==> config.mk <==
export PLATFORM = sky130hd
export DESIGN_NAME = bfm_ahbtoapb_gen2
export DESIGN_NICKNAME = d
export VERILOG_FILES = /design/src/rtl/bfm_ahbtoapb_gen2.sv
export SDC_FILE = /design/constraint.sdc
export NUM_CORES = 1
export LEC_CHECK = 0
export ABC_AREA = 1
export CAP_MARGIN = 20
export CORE_MARGIN = 2
export CORE_UTILIZATION = 34
export CTS_CLUSTER_DIAMETER = 120
export DETAILED_ROUTE_END_ITERATION = 12
export GPL_ROUTABILITY_DRIVEN = 0
export MAX_ROUTING_LAYER = met4
export PLACE_DENSITY = 0.91
export SLEW_MARGIN = 25
export SYNTH_ARGS = -nofsm -noshare
export SYNTH_HDL_FRONTEND = slang
export SYNTH_SLANG_ARGS = --single-unit
==> constraint.sdc <==
create_clock -name HCLK -period 1.9 [get_ports HCLK]
set_clock_uncertainty 0.05 [all_clocks]
set_input_delay 0.57 -clock HCLK [delete_from_list [all_inputs] [get_ports HCLK]]
set_output_delay 0.57 -clock HCLK [all_outputs]
set_load 0.05 [all_outputs]
==> src/rtl/bfm_ahbtoapb_gen2.sv <==
`timescale 1ns/1ps
`default_nettype none
// ============================================================================
// Module   : bfm_ahbtoapb_gen2
// Purpose  : AHB-Lite slave to APB3/APB4 master bridge for the AMBA BFM
//            infrastructure. Slot count and HADDR slot-select field are
//            parameterised; out-of-range slots get a two-cycle AHB ERROR
//            without an APB access. Optional PREADY timeout (TIMEOUT > 0).
//            Optional APB4 PSTRB/PPROT generation via macro
//            BFM_AHBTOAPB_APB4_EN (undefined: both tied to zero).
// Ports    : HCLK, HRESETN (async, active-low)
//            AHB in : HSEL HWRITE HREADYIN HMASTLOCK HADDR HWDATA HTRANS
//                     HSIZE HBURST HPROT
//            AHB out: HRDATA HREADYOUT HRESP
//            APB out: PSEL[NSLOTS] PADDR PWDATA PWRITE PENABLE PSTRB PPROT
//            APB in : PRDATA PREADY PSLVERR
//            TIMEOUT_ERR: one-cycle pulse on a PREADY timeout abort
// Revision : 1.0 - initial release
// ============================================================================
module bfm_ahbtoapb_gen2 #(
    parameter int TPD       = 1,
    parameter int NSLOTS    = 16,
    parameter int SLOT_LSB  = 24,
    parameter int SLOT_BITS = 4,
    parameter int TIMEOUT   = 0
) (
    input  logic              HCLK,
    input  logic              HRESETN,
    input  logic              HSEL,
    input  logic              HWRITE,
    input  logic              HREADYIN,
    input  logic              HMASTLOCK,
    input  logic [31:0]       HADDR,
    input  logic [31:0]       HWDATA,
    input  logic [1:0]        HTRANS,
    input  logic [2:0]        HSIZE,
    input  logic [2:0]        HBURST,
    input  logic [3:0]        HPROT,
    output logic [31:0]       HRDATA,
    output logic              HREADYOUT,
    output logic              HRESP,
    output logic [NSLOTS-1:0] PSEL,
    output logic [31:0]       PADDR,
    output logic [31:0]       PWDATA,
    output logic              PWRITE,
    output logic              PENABLE,
    output logic [3:0]        PSTRB,
    output logic [2:0]        PPROT,
    input  logic [31:0]       PRDATA,
    input  logic              PREADY,
    input  logic              PSLVERR,
    output logic              TIMEOUT_ERR
);

    // Timeout counter holds values 0..TIMEOUT-1.
    localparam int                 c_CNT_W      = (TIMEOUT > 1) ? $clog2(TIMEOUT) : 1;
    localparam int                 c_CNT_LAST_I = (TIMEOUT > 0) ? TIMEOUT - 1 : 0;
    localparam logic [c_CNT_W-1:0] c_CNT_LAST   = c_CNT_LAST_I[c_CNT_W-1:0];
    localparam logic [SLOT_BITS:0] c_NSLOTS_EXT = (SLOT_BITS + 1)'(NSLOTS);

    typedef enum logic [2:0] {
        ST_IDLE   = 3'd0,
        ST_SETUP  = 3'd1,
        ST_ACCESS = 3'd2,
        ST_ERR1   = 3'd3,
        ST_ERR2   = 3'd4
    } state_t;

    state_t                 r_state;
    state_t                 w_state_nxt;
    state_t                 w_target;

    logic [31:0]            r_addr;
    logic                   r_write;
    logic [2:0]             r_size;
    logic [1:0]             r_prot;
    logic [SLOT_BITS-1:0]   r_slot;
    logic [31:0]            r_pwdata;
    logic [c_CNT_W-1:0]     r_cnt;
    logic                   r_timeout_err;

    logic                   w_accept;
    logic [SLOT_BITS-1:0]   w_slot;
    logic                   w_slot_ok;
    logic                   w_timeout;
    logic                   w_sample;
    logic                   w_capture;
    logic                   w_apb_act;

    // TPD models output delay in the behavioural BFM flow only; the
    // synthesizable bridge has no delays, so the parameter is inert here.
    if (TPD < 0) begin : g_tpd_inert
    end

    assign w_accept  = HSEL & HREADYIN & HTRANS[1];
    assign w_slot    = HADDR[SLOT_LSB +: SLOT_BITS];
    assign w_slot_ok = ({1'b0, w_slot} < c_NSLOTS_EXT);
    assign w_target  = w_slot_ok ? ST_SETUP : ST_ERR1;

    // A late PREADY in the final counted cycle wins over the timeout.
    assign w_timeout = (TIMEOUT > 0) && !PREADY && (r_cnt == c_CNT_LAST);

    // New address phases are only taken when the AHB data phase of the
    // previous transfer is finishing (or there is none).
    assign w_sample  = (r_state == ST_IDLE) || (r_state == ST_ERR2) ||
                       ((r_state == ST_ACCESS) && PREADY && !PSLVERR);
    assign w_capture = w_sample && w_accept;
    assign w_apb_act = (r_state == ST_SETUP) || (r_state == ST_ACCESS);

    // ------------------------------------------------------------------
    // FSM: state register
    // ------------------------------------------------------------------
    always_ff @(posedge HCLK or negedge HRESETN) begin
        if (!HRESETN) begin
            r_state <= ST_IDLE;
        end else begin
            r_state <= w_state_nxt;
        end
    end

    // ------------------------------------------------------------------
    // FSM: next state and AHB-side outputs
    // ------------------------------------------------------------------
    always_comb begin
        w_state_nxt = r_state;
        HREADYOUT   = 1'b1;
        HRESP       = 1'b0;
        PENABLE     = 1'b0;
        HRDATA      = '0;
        PWDATA      = r_pwdata;
        case (r_state)
            ST_IDLE: begin
                if (w_accept) begin
                    w_state_nxt = w_target;
                end
            end
            ST_SETUP: begin
                HREADYOUT   = 1'b0;
                // HWDATA is only valid in this first data-phase cycle.
                PWDATA      = HWDATA;
                w_state_nxt = ST_ACCESS;
            end
            ST_ACCESS: begin
                PENABLE   = 1'b1;
                HREADYOUT = PREADY & ~PSLVERR;
                HRDATA    = PRDATA;
                if (PREADY) begin
                    if (PSLVERR) begin
                        w_state_nxt = ST_ERR1;
                    end else if (w_accept) begin
                        w_state_nxt = w_target;
                    end else begin
                        w_state_nxt = ST_IDLE;
                    end
                end else if (w_timeout) begin
                    w_state_nxt = ST_ERR1;
                end
            end
            ST_ERR1: begin
                HREADYOUT   = 1'b0;
                HRESP       = 1'b1;
                w_state_nxt = ST_ERR2;
            end
            ST_ERR2: begin
                HRESP = 1'b1;
                if (w_accept) begin
                    w_state_nxt = w_target;
                end else begin
                    w_state_nxt = ST_IDLE;
                end
            end
            default: begin
                w_state_nxt = ST_IDLE;
            end
        endcase
    end

    // ------------------------------------------------------------------
    // Address-phase capture, write-data hold, timeout counter
    // ------------------------------------------------------------------
    always_ff @(posedge HCLK or negedge HRESETN) begin
        if (!HRESETN) begin
            r_addr        <= '0;
            r_write       <= 1'b0;
            r_size        <= '0;
            r_prot        <= '0;
            r_slot        <= '0;
            r_pwdata      <= '0;
            r_cnt         <= '0;
            r_timeout_err <= 1'b0;
        end else begin
            if (w_capture) begin
                r_addr  <= HADDR;
                r_write <= HWRITE;
                r_size  <= HSIZE;
                r_prot  <= HPROT[1:0];
                r_slot  <= w_slot;
            end
            if (r_state == ST_SETUP) begin
                r_pwdata <= HWDATA;
            end
            // Staying in ACCESS implies PREADY was low this cycle.
            if ((r_state == ST_ACCESS) && (w_state_nxt == ST_ACCESS)) begin
                r_cnt <= r_cnt + 1'b1;
            end else begin
                r_cnt <= '0;
            end
            r_timeout_err <= (r_state == ST_ACCESS) && w_timeout;
        end
    end

    // ------------------------------------------------------------------
    // APB-side outputs
    // ------------------------------------------------------------------
    always_comb begin
        PSEL = '0;
        for (int i = 0; i < NSLOTS; i++) begin
            if (w_apb_act && (r_slot == SLOT_BITS'(i))) begin
                PSEL[i] = 1'b1;
            end
        end
    end

    assign PADDR       = r_addr;
    assign PWRITE      = r_write;
    assign TIMEOUT_ERR = r_timeout_err;

`ifdef BFM_AHBTOAPB_APB4_EN
    always_comb begin
        PSTRB = '0;
        PPROT = '0;
        if (w_apb_act) begin
            PPROT = {~r_prot[0], 1'b0, r_prot[1]};
            if (r_write) begin
                case (r_size)
                    3'd0:    PSTRB = 4'b0001 << r_addr[1:0];
                    3'd1:    PSTRB = 4'b0011 << {r_addr[1], 1'b0};
                    default: PSTRB = 4'hF;
                endcase
            end
        end
    end
`else
    assign PSTRB = '0;
    assign PPROT = '0;
    wire w_unused_apb4 = &{1'b0, r_size, r_prot};
`endif

    wire w_unused = &{1'b0, HTRANS[0], HBURST, HMASTLOCK, HPROT[3:2]};

endmodule
`default_nettype wire

Yosys cells after proc, flatten, opt, wreduce, memory -nomap -nowiden:

Cells that the tools add are included.

* bits in registers: 72
* output and inout bits: 124
* word-level logic and storage cells: 84

* eq/ne operators: 21
* mux-type cells: 26
* bitwise logic cells: 4
* reduce and logical (&&, ||, !) cells: 28

Operators with widths (number)
* 32-bit two-way mux: 2
* 4-bit == test (second input constant): 8
* 1-bit logical AND: 19
* 1-bit two-way mux: 19
* 4-bit by 3-bit == test with 1-bit output (second input constant): 4
* 3-bit case mux with 5 select lines: 1
* 4-bit by 2-bit == test with 1-bit output (second input constant): 2
* 3-bit by 2-bit == test with 1-bit output (second input constant): 2
* 3-bit two-way mux: 2
* 4-bit by 1-bit == test with 1-bit output (second input constant): 1
* 4-bit logical NOT: 1
* 2-bit inequality test (second input constant): 2
* 2-bit OR reduction: 2
* 1-bit AND: 3
* 3-bit by 1-bit == test with 1-bit output (second input constant): 1
* 3-bit == test (second input constant): 1
* 3-bit logical NOT: 1
* 1-bit logical OR: 3
* 2-bit two-way mux: 1
* 1-bit case mux with 2 select lines: 1
* 2-bit AND reduction: 1
* 1-bit logical NOT: 1
* 1-bit NOT: 1

Longest topological paths before layout:

Gate-level depths: netlist of the first run.

* word-level depth: 6
* mapped depth: 8
* mapped depth without buffers: 7

Least setup slack after synthesis of the first run:

Ideal clock, no wire load.

* path kind: register to output
* from: reg r_state[1]
* to: out PWDATA[18]
* data arrival time: 2.028 ns
* required time: 1.280 ns
* path slack: -0.748 ns
* cell stages (with the launch flop): 6
* path buffers: 2
* cell sequence: dfrtp_1 > inv_2 > nand3_2 > buf_4 > buf_2 > o21ai_0

* word-level cells in the longest chain between the ends: 2

Ends and longest elaborated chain
* start: declaration: line 69 `state_t r_state;`
* start signal: assignment: line 117 `r_state <= w_state_nxt;`
* 3-bit by 1-bit == test with 1-bit output: line 131 `case (r_state)`
* 32-bit two-way mux
* end: declaration: line 44 `output logic [31:0] PWDATA,`

No other way between the ends.

Final worst setup path of the first run:

* from: reg r_state[2]
* to: out PSEL[2]

* word-level cells in the longest chain between the ends: 4
* elaborated cells between the ends (all ways): 5
* classes of those cells: eq/ne: 2; mux: 1; reduce/logical: 2

Ends and longest elaborated chain
* 3-bit by 1-bit == test with 1-bit output / 3-bit by 2-bit == test with 1-bit output (equally long branches): line 108 `assign w_apb_act = (r_state == ST_SETUP) || (r_state == ST_ACCESS);`
* 1-bit logical OR *: line 108
* 1-bit logical AND *: line 218 `if (w_apb_act && (r_slot == SLOT_BITS'(i))) begin`
* 1-bit two-way mux *: line 218
* end: declaration: line 42 `output logic [NSLOTS-1:0] PSEL,`

Mark *: on every way between the ends. The rest lies on a longest branch, timed or not.

==> summary.md, run 1 <==
| Metric | Value |
|---|---|
| Routed len/inst | `20.3 µm` |
| Internal power | `8110 µW` |
| Longest Clk Path Bufs | `2` |
| Post-Place Cell Area | `between 6000 and 7000 µm²` |
| Post-Syn Area | `3210 µm²` |
| Syn. warnings | `0` |
| Final net count | `just over 800` |
| DR iter-0 viols | `about 220` |
| Area growth from synthesis to layout | `153%` |
| Total negative slack | `-30.54 ns` |
| Slowest CP cell | `dfrtp_1` |
| Multi-input gate area | `1980 µm²` |
| Max Fclk | `422 MHz` |
| Ant diodes | `0` |
| RSZ-0062 raised after global routing | `true` |
| Clock power share | `0.077` |
| Die height | `101 µm` |
| Worst hold slack | `between 0.15 and 0.2 ns` |
| Status | `finished with violations` |
| Most frequent CP cell | `nand3_4` |
| Sw power | `slightly above 8000 µW` |
| Clock Sinks | `between 60 and 70` |
| Fin cells | `roughly 800` |
| Hold Path Class | `input port to async pin` |
| Crit path required time | `between 1 and 1.5 ns` |
| HPWL after DPL | `roughly 9700 µm` |
| Die W | `101 µm` |
| Detailed-route via count | `4,015` |
| Synth cell types | `22` |
| CTS Hold Buffers Added | `0` |
| Critical R2R Capture | `r_state[1]$_DFFE_PN0P_` |
| Initial antenna violation count | `0` |
| Setup violators final | `83` |
| Ranking of synthesized cells by area | `dfrtp_1, nand2_1, inv_1` |
| FFs w/ async S/R, synth | `1.00` |
| Max FO, Critical Path | `5` |
| Largest net degree at the start of global routing | `a little under 70` |
| PortBufs | `between 200 and 250` |
| Pre-CTS setup slack | `-0.324 ns` |
| Vias in the first global route | `between 4,000 and 5,000` |
| Final Instance Area | `around 8100 µm²` |
| GRT Total Usage | `0.302` |
| Commonest non-fill, non-tap cell in the layout | `clkdlybuf4s50_1` |
| CTS H-Tree Depth | `3` |
| Top cell type's share of synthesized area | `0.530` |
| Worst setup margin | `-0.472 ns` |
| Startpoint Class | `flip-flop` |
| Slew Limit Fails | `0` |
| Core ar. | `a little over 9000 µm²` |
| CTS clk-pin slew, worst paths | `0.08 ns` |
| Crit path DAT | `about 1.8 ns` |
| Number of synthesized flops with an enable pin | `0` |
| DR vias/cell | `~5.0` |
| R2R setup slack | `roughly 0.1 ns` |
| Period Utilization, post-route | `1.25` |
| Comb pwr share | `0.760` |
| I/O pins | `240` |
| Row count | `35` |
| Grt ovf | `0` |
| Layout cells sized above 1 | `0.474` |
| First-pass GRT wire length | `~23,000 µm` |
| Fillers | `367` |
| Final ANT Viol Nets | `0` |
| Worst Reg2Reg Path Length in Cells | `10` |
| Critical path class | `flip-flop to primary output` |
| Max VDD drop | `1.84 mV` |
| Leakage | `approximately 0.0038 µW` |
| Failing checks | `setup timing` |
| TritonCTS clock tree | `done` |
| Syn Area/Cell | `roughly 7.7 µm²` |
| Fin. Hold Viols | `0` |
| Switch share | `0.499` |
| Top FF cell, synth | `dfrtp_1` |
| Num CTS Buffers | `9` |
| DRC | `0` |
| Crit-path cells | `inv_2, nand3_4, nand2_4, nand3_4, nor2_4, buf_12` |
| Placed Cells | `753` |
| Starting density of the core | `0.349` |
| Max_cap viols | `0` |
| Sequential group share of total power | `0.163` |
| Instance count of the mapped netlist | `416` |
| Synthesized flop and latch total | `68` |
| CTS Root Cell | `clkbuf_8` |
| Worst skew pair latency | `about 0.34 ns` |
| Crit-path max cell delay | `~0.43 ns` |
| Commonest cells after routing, fill and taps aside | `clkdlybuf4s50_1, buf_12, nand2_1, inv_1, dfrtp_1` |
| DR pass1 iterations | `4` |
| Worst R2R Start | `r_state[0]$_DFFE_PN0P_` |
| FF/Latch Area | `between 1500 and 2000 µm²` |
| Seq/Total Area, Yosys | `0.530` |
| DIE AREA | `around 10,000 µm²` |
| P per Cell Area | `between 1500 and 2000 nW/µm²` |
| Yosys top cell by area | `dfrtp_1` |
| Crit. End Element | `primary output` |
| Tmin final | `roughly 2.4 ns` |
| Final wirelength | `approximately 16,000 µm` |
## layout make-up
cell class / instances / area share
inverters: 72 / 0.0341
clock inverters: 4 / 0.00584
multi-input cells: 257 / 0.243
flip-flops and latches: 68 / 0.209
clock buffers: 12 / 0.0191
well taps: 111 / 0.0171
repair buffers: 287 / 0.472
## power by group through the flow
stage	registers, µW	clock network, µW	logic (µW)
after global placement	2450	0	9730
after detailed placement	2510	0	9950
after global routing	2690	1330	12700
final	2640	1250	12300
after CTS	2570	1240	11300
after floorplan	3580	0	4150
## sequential cells by signal, indices dropped and copies added (netlist names)
signal    cells
PADDR        32
PWRITE        1
r_pwdata     32
r_state       3
## worst max path at each step
stage,from,endpoint,cells after the start
6_report,r_state[2]$_DFFE_PN0P_,PSEL[2],6
5_1_grt,r_state[2]$_DFFE_PN0P_,PWDATA[20],6
4_1_cts,r_state[2]$_DFFE_PN0P_,PWDATA[0],6
3_5_place_dp,PREADY,PADDR[20]$_DFFE_PN0P_,9
3_3_place_gp,PREADY,HREADYOUT,6
2_1_floorplan,r_state[1]$_DFFE_PN0P_,PWDATA[10],5
## per-stage QoR
stage	utilization	power (µW)
after detailed placement	0.737	12500
after CTS	0.840	15100
final	0.886	16200
after global placement	0.737	12200
after global routing	0.886	16700
after floorplan	-	7720
## Yosys cell counts (2+ instances only)
library cell / instances
nand3_2: 2
inv_1: 68
nor2_1: 53
clkbuf_1: 2
buf_2: 7
dfrtp_1: 68
nand2_1: 112
inv_2: 4
buf_6: 3
buf_1: 3
nand3_1: 39
nand2_2: 2
buf_4: 12
o21ai_0: 33
## metal layers
layer  vias up  GRT usage  part of all wire
met5         -          -                 0
met4         0      0.134             0.059
met3        67     0.0663             0.068
met2       222      0.565              0.56
met1      1933      0.297              0.32
li1       1793          -                 -
## worst max-delay path, delay by kind of cell, from the launching register on
| family | cells | cell delay, ns |
|---|---|---|
| flip-flops | 1 | 0.43 |
| AND/OR/NAND/NOR | 4 | 0.69 |
| buffers and inverters | 2 | 0.27 |
## cell families after synthesis
logic type	count (synthesis)	synth area share
flip-flops	68	0.530
other	1	0.00117
AO/OA/AOI/OAI	35	0.0553
AND/OR/NAND/NOR	213	0.275
buffers and inverters	99	0.139
## repair_timing
action,4_1_cts,5_1_grt
endpoints found under the setup margin,83,116
gates cloned,4,5
pin swaps,8,16
buffers inserted,14,23
resized for setup,124,41
No activity file was read; power rests on OpenSTA's default activity.
==> run 2: changes to the inputs <==
ABC_CLOCK_PERIOD_IN_PS = 1900   (was default)
SKIP_CTS_REPAIR_TIMING = 1   (was default)
==> run 2 against run 1 <==
Net effect: worst setup slack is essentially flat; clock power barely moved; via count fell by 1.5%; final area down 1.7%; sequential share of layout area grew 0.38 points; combinational power barely moved; final cell count decreased by 1.7%; critical path depth increased by 1; non-clock buffer count decreased by 14; routed wire length is 2.5% lower; the flow still finishes with violations (setup timing).
==> summary.md, run 2 (same netlist as run 1, synthesis figures left out) <==
| Metric | Value |
|---|---|
| Crit path DAT | `between 1.5 and 2 ns` |
| Clock Sinks | `between 60 and 70` |
| Setup violators final | `83` |
| Commonest non-fill, non-tap cell in the layout | `clkdlybuf4s50_1` |
| DR vias/cell | `between 4 and 5` |
| Num CTS Buffers | `9` |
| CTS Root Cell | `clkbuf_8` |
| TritonCTS clock tree | `done` |
| Core ar. | `between 9000 and 10,000 µm²` |
| I/O pins | `240` |
| Area growth from synthesis to layout | `149%` |
| R2R setup slack | `approximately 0.040 ns` |
| Largest net degree at the start of global routing | `just under 70` |
| Layout cells sized above 1 | `0.459` |
| DIE AREA | `10,200 µm²` |
| Worst setup margin | `-0.473 ns` |
| Period Utilization, post-route | `1.25` |
| Max FO, Critical Path | `5` |
| Grt ovf | `0` |
| Routed len/inst | `between 20 and 25 µm` |
| PortBufs | `219` |
| Sw power | `8030 µW` |
| Worst skew pair latency | `between 0.3 and 0.4 ns` |
| Pre-CTS setup slack | `-0.324 ns` |
| Startpoint Class | `flip-flop` |
| Hold Path Class | `input port to async pin` |
| Row count | `35` |
| Max Fclk | `around 420 MHz` |
| GRT Total Usage | `0.243` |
| Internal power | `between 7000 and 8000 µW` |
| Max VDD drop | `around 1.9 mV` |
| Crit path required time | `about 1.3 ns` |
| Final ANT Viol Nets | `0` |
| Starting density of the core | `0.349` |
| P per Cell Area | `1990 nW/µm²` |
| CTS H-Tree Depth | `3` |
| Leakage | `0.00373 µW` |
| Clock power share | `0.077` |
| Placed Cells | `753` |
| RSZ-0062 raised after global routing | `true` |
| Max_cap viols | `0` |
| Crit. End Element | `primary output` |
| Detailed-route via count | `~4,000` |
| DR pass1 iterations | `4` |
| Die height | `101 µm` |
| DRC | `0` |
| Sequential group share of total power | `0.164` |
| Status | `finished with violations` |
| First-pass GRT wire length | `roughly 19,000 µm` |
| DR iter-0 viols | `~230` |
| Slew Limit Fails | `0` |
| Final wirelength | `~16,000 µm` |
| Tmin final | `2.37 ns` |
| Critical path class | `flip-flop to primary output` |
| Final Instance Area | `8010 µm²` |
| Fin. Hold Viols | `0` |
| Final net count | `797` |
| Initial antenna violation count | `0` |
| Comb pwr share | `0.758` |
| Ant diodes | `0` |
| Failing checks | `setup timing` |
| HPWL after DPL | `a little under 10,000 µm` |
| Die W | `101 µm` |
| CTS clk-pin slew, worst paths | `0.07 ns` |
| Total negative slack | `-29.80 ns` |
| Commonest cells after routing, fill and taps aside | `clkdlybuf4s50_1, buf_12, nand2_1, inv_1, dfrtp_1` |
| Post-Place Cell Area | `roughly 6800 µm²` |
| Final Core Density | `0.871` |
| Switch share | `0.505` |
| Fin cells | `roughly 800` |
| Longest Clk Path Bufs | `2` |
| Vias in the first global route | `about 3,900` |
-- run 2: cell type report --
| cell class | instances | area [µm²] |
|---|---|---|
| clock buffer | 12 | 155 |
| clock inverter | 4 | 47.5 |
| fill | 391 | 1190 |
| inverter | 72 | 275 |
| multi-input combinational | 257 | 2010 |
| sequential | 68 | 1710 |
| tap | 111 | 139 |
| timing repair buffer | 273 | 3680 |
-- run 2: final timing paths --
| kind | start | cells past startpoint | end |
|---|---|---|---|
| worst max-delay path | r_state[2]$_DFFE_PN0P_ | 7 | PSEL[2] |
| worst min-delay path | HRESETN | 2 | r_pwdata[13]$_DFF_PN0_ |
| worst max register to register | r_state[2]$_DFFE_PN0P_ | 10 | PADDR[18]$_DFFE_PN0P_ |
| worst min register to register | PADDR[10]$_DFFE_PN0P_ | 2 | PADDR[10]$_DFFE_PN0P_ |
| max in group asynchronous | HRESETN | 2 | PADDR[27]$_DFFE_PN0P_ |
| min in group HCLK | PADDR[10]$_DFFE_PN0P_ | 2 | PADDR[10]$_DFFE_PN0P_ |
-- run 2: stage by stage --
stage / power (µW) / hold slack [ns]
finish: 15900 / 0.174
global route: 16400 / 0.201
CTS: 13700 / 0.211
detailed placement: 12500 / 0.410
global placement: 12200 / 0.406
floorplan: 7720 / 0.224
-- run 2: layer usage --
layer	wire length, µm	global-route usage	up-vias
met4	950	0.114	0
met3	1070	0.0573	68
li1	-	-	1768
met1	5060	0.244	1893
met2	9000	0.441	225
met5	0	-	-
-- run 2: worst max-delay path: stages, from the launching register on --
cell and delay [ns]:
dfrtp_2 0.45, inv_2 0.09, nand3_4 0.08, buf_12 0.15, nand2_8 0.11, nand3_4 0.16
nor2_4 0.20, buf_12 0.15
-- run 2: power by group through the flow --
stage               Sequential, µW  Combinational, µW  Clock [µW]
detailed placement            2510               9950           0
CTS                           2490               9980        1240
global placement              2450               9730           0
floorplan                     3580               4150           0
global route                  2670              12400        1330
finish                        2610              12100        1230
==> run 3: changes to the inputs <==
CORE_MARGIN = 10   (was 2)
CTS_CLUSTER_SIZE = 8   (was default)
HOLD_SLACK_MARGIN = 0.12   (was default)
==> run 3 against run 2 <==
Net effect: the run still ends with setup timing left; clock-buffer cell count fell by 3; flip-flop and latch count did not move; sequential share of layout area increased by 0.64 points; routed wire length grew 6.2%; largest power group unchanged; via count fell by 2.5%; critical path type unchanged; hold slack improved by 0.015 ns; maximum frequency rose by 2.9%; worst setup slack improved by 0.068 ns.
==> summary.md, run 3 (same netlist as run 1, synthesis figures left out) <==
| Metric | Value |
|---|---|
| Status | `finished with violations` |
| Failing checks | `setup timing` |
| Commonest cells after routing, fill and taps aside | `clkdlybuf4s50_1, buf_12, nand2_1, inv_1, dfrtp_1` |
| Slew Limit Fails | `0` |
| Crit path launch | `r_state[2]$_DFFE_PN0P_` |
| Ant diodes | `0` |
| Core ar. | `9240 µm²` |
| Crit. End Element | `primary output` |
| PortBufs | `about 220` |
| Total power draw | `around 15,000 µW` |
| HPWL after DPL | `roughly 12,000 µm` |
| Routed len/inst | `21.4 µm` |
| First-pass GRT wire length | `about 21,000 µm` |
| CTS H-Tree Depth | `3` |
| DIE AREA | `13,700 µm²` |
| Critical Path End | `PWDATA[11]` |
| Starting density of the core | `0.348` |
| Critical R2R Capture | `PADDR[22]$_DFFE_PN0P_` |
| Top Usage Layer GRT | `met2` |
| RSZ-0062 raised after global routing | `true` |
| Vias in the first global route | `3,869` |
| GR Util met1 | `0.199` |
| Final Instance Area | `~7800 µm²` |
| Max FO, Critical Path | `9` |
| DR pass1 iterations | `6` |
| Longest Clk Path Bufs | `2` |
| Crit-path max cell delay | `0.45 ns` |
| Max_cap viols | `0` |
| Area growth from synthesis to layout | `142%` |
| Crit path required time | `1.28 ns` |
| Layout cells sized above 1 | `0.444` |
| Placed Cells | `roughly 770` |
| Crit-path cells | `inv_2, nand3_4, buf_12, clkbuf_16, o21ai_4, buf_12` |
| Tmin final | `between 2 and 2.5 ns` |
| Slowest CP cell | `dfrtp_2` |
| TritonCTS clock tree | `done` |
| Worst R2R Start | `r_state[1]$_DFFE_PN0P_` |
| M3 GR Usage | `0.0719` |
| CTS clk-pin slew, worst paths | `0.09 ns` |
| Die W | `~120 µm` |
| Met2 Use GR | `0.369` |
| Final wirelength | `~17,000 µm` |
| Hold Path Class | `input port to async pin` |
| Initial antenna violation count | `0` |
| Period Utilization, post-route | `1.21` |
| Worst Reg2Reg Path Length in Cells | `11` |
| Worst skew pair latency | `roughly 0.35 ns` |
| DR iter-0 viols | `about 220` |
| Setup violators final | `83` |
| Final net count | `around 780` |
| Grt ovf | `0` |
| I/O pins | `240` |
| CTS Root Cell | `clkbuf_8` |
| Largest net degree at the start of global routing | `between 60 and 70` |
| Worst hold slack | `approximately 0.19 ns` |
| Fin. Hold Viols | `0` |
| Most frequent CP cell | `buf_12` |
| Top Family by Delay on Critical Path | `buffers and inverters` |
| Max Fclk | `434 MHz` |
| Crit path depth | `6` |
| R2R setup slack | `0.04 ns` |
| Startpoint Class | `flip-flop` |
| DR vias/cell | `slightly below 5` |
| P per Cell Area | `1980 nW/µm²` |
| Commonest non-fill, non-tap cell in the layout | `clkdlybuf4s50_1` |
| Crit path buffers/inverters | `4` |
| Max VDD drop | `1.71 mV` |
| Num CTS Buffers | `9` |
| Fin cells | `slightly below 800` |
| Crit path DAT | `1.68 ns` |
| GRT Total Usage | `0.203` |
| Detailed-route via count | `3,857` |
| Leakage | `around 0.0036 µW` |
| Post-Place Cell Area | `6820 µm²` |
| Total negative slack | `-28.98 ns` |
| Row count | `35` |
| Critical path class | `flip-flop to primary output` |
| Worst setup margin | `-0.405 ns` |
| Final ANT Viol Nets | `0` |
| DRC | `0` |
| Clock Sinks | `68` |
| Die height | `about 120 µm` |
==> run 3: changes by cell type in the layout (fill, tap and decap cells not counted), moves of 3 or more <==
cell	delta
o21ai_4	+7
nand2_8	-4
nand2_4	-4
nand2_2	+8
buf_4	-13
o21ai_2	-7
clkinvlp_4	+3
==> run 3: worst min-delay path by stage <==
stage / from / endpoint / cells past startpoint / slack, ns
6_report: HRESETN / r_pwdata[30]$_DFF_PN0_ / 2 / 0.19
5_1_grt: HRESETN / r_pwdata[21]$_DFF_PN0_ / 2 / 0.20
4_1_cts: HRESETN / r_pwdata[16]$_DFF_PN0_ / 2 / 0.20
3_5_place_dp: PADDR[7]$_DFFE_PN0P_ / PADDR[7]$_DFFE_PN0P_ / 2 / 0.41
3_3_place_gp: PADDR[8]$_DFFE_PN0P_ / PADDR[8]$_DFFE_PN0P_ / 2 / 0.41
2_1_floorplan: HRESETN / PADDR[0]$_DFFE_PN0P_ / 0 / 0.22
==> run 3: report_power, final <==
part / internal [µW] / switching, µW / leakage, µW
clock: 478 / 639 / 0.0000779
combinational: 4750 / 6900 / 0.00267
sequential: 2140 / 463 / 0.000839
total: 7370 / 8010 / 0.00358
==> run 3: per-layer routing <==
metal | up-vias | share of wire
li1 | 1727 | -
met1 | 1860 | 0.34
met2 | 222 | 0.53
met3 | 48 | 0.089
met4 | 0 | 0.044
met5 | - | 0
==> run 3: layout make-up <==
cell class	instances	area (µm²)
tap	129	161
multi-input combinational	256	1980
clock inverter	7	52.6
fill	443	1460
sequential	68	1710
timing repair buffer	255	3490
clock buffer	9	124
inverter	72	270
==> run 3: stage by stage <==
stage                     worst slack, ns  utilization
after floorplan                    -0.356            -
after global placement             -0.276        0.738
after detailed placement           -0.289        0.738
after CTS                          -0.494        0.757
after global routing               -0.469        0.842
final                              -0.405        0.842
==> run 3: worst reg2reg max path, stage by stage, from the launching register on <==
cell and delay (ns):
dfrtp_1 0.37, inv_2 0.08, nor2_4 0.14, buf_4 0.12, buf_4 0.10, nand3_2 0.08
buf_4 0.15, buf_4 0.13, nand2_2 0.14, nand2_8 0.17, nand2_1 0.15, nand2_1 0.06
==> variant: new RTL, settings of run 2 <==
The parameter `SLOT_BITS` goes from 4 to 6.
--- a/src/rtl/bfm_ahbtoapb_gen2.sv
+++ b/src/rtl/bfm_ahbtoapb_gen2.sv
@@ -22,5 +22,5 @@
     parameter int NSLOTS    = 16,
     parameter int SLOT_LSB  = 24,
-    parameter int SLOT_BITS = 4,
+    parameter int SLOT_BITS = 6,
     parameter int TIMEOUT   = 0
 ) (
Formal check against the unedited RTL: not equivalent (a bounded check fails within 4 cycles, from zero or initial values and one cycle with HRESETN low).
==> variant against run 2 <==
Register-to-register slack improved by 0.09 ns. Routed wire length fell by 16%. Via count fell by 2.8%. Cell area fell by 7.6%. Sequential share of layout area rose by 1.8 points. Global-route usage rose by 1.4 points. Total power fell by 1.4%. Sequential cell count did not move. Worst setup slack got worse by 0.13 ns. Area after synthesis fell by 0.55%. The flow still finishes with violations (negative setup slack). Largest power group unchanged. Utilization fell by 6.6 points. Final cell count rose by 0.13%.
==> variant: results (changes against run 2) <==
- First-pass GRT wire length: 19800 µm (+5.1%)
- Routing usage on met3: 0.0666 (+0.00929)
- Clk Latency, worst-skew pair: about 0.33 ns
- GR Util All Layers: 0.256 (+0.0136)
- Final wirelength: 13500 µm (-16%)
- Critical Path Slowest Stage Cell: dfrtp_1
- Synth cell types: 21 (-4.5%)
- Final HPWL DP: 9780 µm (+1.3%)
- Failing checks: negative setup slack
- Fin. Hold Viols: 0 (unchanged)
- Reg2Reg Setup Slack: 0.13 ns (+0.09 ns)
- Area post-placement: 6890 µm² (+1.7%)
- Synth area leaders: dfrtp_1 (53%), nand2_1 (21%), nand3_1 (6.1%)
- Initial antenna violation count: 0 (unchanged)
- Clock Path Buffers: 2 (unchanged)
- CP max FO: 6 (+1)
- Initial DRC Count: 121 (-46%)
- Routed vias: 3842 (-2.8%)
- CP endpoint: PSEL[11]
- Clock slew at reported path FFs: approximately 0.080 ns
- Final setup viols: 83 (unchanged)
- Sequential share of the synthesized area: 0.532 (+0.00290)
- Met1 GRT Util: 0.257 (+0.0128)
- Met2 Resource Use GR: 0.486 (+0.0455)
- # fillers: 504 (+29%)
- Synth async-reset ratio: 1.00 (unchanged)
- Total Nets Final: 798 (+0.13%)
- Critical path startpoint: r_state[2]
- Most instantiated cells after synthesis: nand2_1 (178), dfrtp_1 (68), nor2_1 (52)
- Critical path arrival: 1.89 ns (+0.14 ns)
- Worst path max stage delay: 0.41 ns (-0.04 ns)
- LEAKAGE: 3.59 nW (-3.9%)
- Fin Hold WS: 0.191 ns (+0.0173 ns)
- Largest net degree at the start of global routing: 69 (unchanged)
- Outcome: finished with violations
- Maximum VDD drop: 1.50 mV (-20%)
- RR Endpoint: PADDR[12]
- Vias in the first global route: 3987 (+1.7%)
- Fraction of layout cells with a size suffix above 1: 0.387 (-0.0720)
- Largest delay share family, worst path: buffers and inverters
- Worst reg-to-reg path cell count: 9 (-1)
- Final worst slack: -0.607 ns (-0.134 ns)
## variant: cell types whose count changed after synthesis, moves of 2 or more
cell,before,now
buf_4,12,8
nor3_1,1,6
nand2_1,112,178
nand3_2,2,0
o21ai_0,33,0
inv_2,4,1
inv_1,68,43
clkbuf_1,2,6
## variant: metrics by stage
| stage | TNS [ns] | instances | util | power (W) | setup slack [ns] |
|---|---|---|---|---|---|
| after floorplan | -8.23 | 431 | - | 0.00844 | -0.202 |
| after global placement | -16.95 | 770 | 0.749 | 0.0134 | -0.439 |
| after detailed placement | -20.59 | 770 | 0.749 | 0.0137 | -0.433 |
| after CTS | -34.94 | 786 | 0.772 | 0.0150 | -0.578 |
| after global routing | -38.23 | 798 | 0.804 | 0.0163 | -0.672 |
| final | -32.34 | 798 | 0.804 | 0.0157 | -0.607 |
## variant: kinds of logic after synthesis
logic type | share of synthesized area
buffers and inverters | 0.102
other | 0.00117
and+or+nand+nor | 0.354
DFF | 0.532
AOI/OAI and AO/OA | 0.0102
## variant: power breakdown
group | leakage [nW] | total, W | switching, W | internal (W)
clock network | 0.102 | 0.00126 | 0.000575 | 0.000681
registers | 0.837 | 0.00254 | 0.000384 | 0.00216
logic | 2.65 | 0.0119 | 0.00698 | 0.00491
## variant: final cells by class
class	instances	area (µm²)	area share
clock buffers	11	151	0.0205
clock inverters	5	58.8	0.00795
repair buffers	266	3490	0.471
flip-flops and latches	68	1710	0.231
inverters	45	178	0.0240
multi-input cells	292	1670	0.226
well taps	111	139	0.0188
## variant: routing by layer
layer	vias up	share of wire
li1	1776	-
met1	1840	0.34
met2	196	0.57
met3	30	0.073
met4	0	0.022
met5	-	0
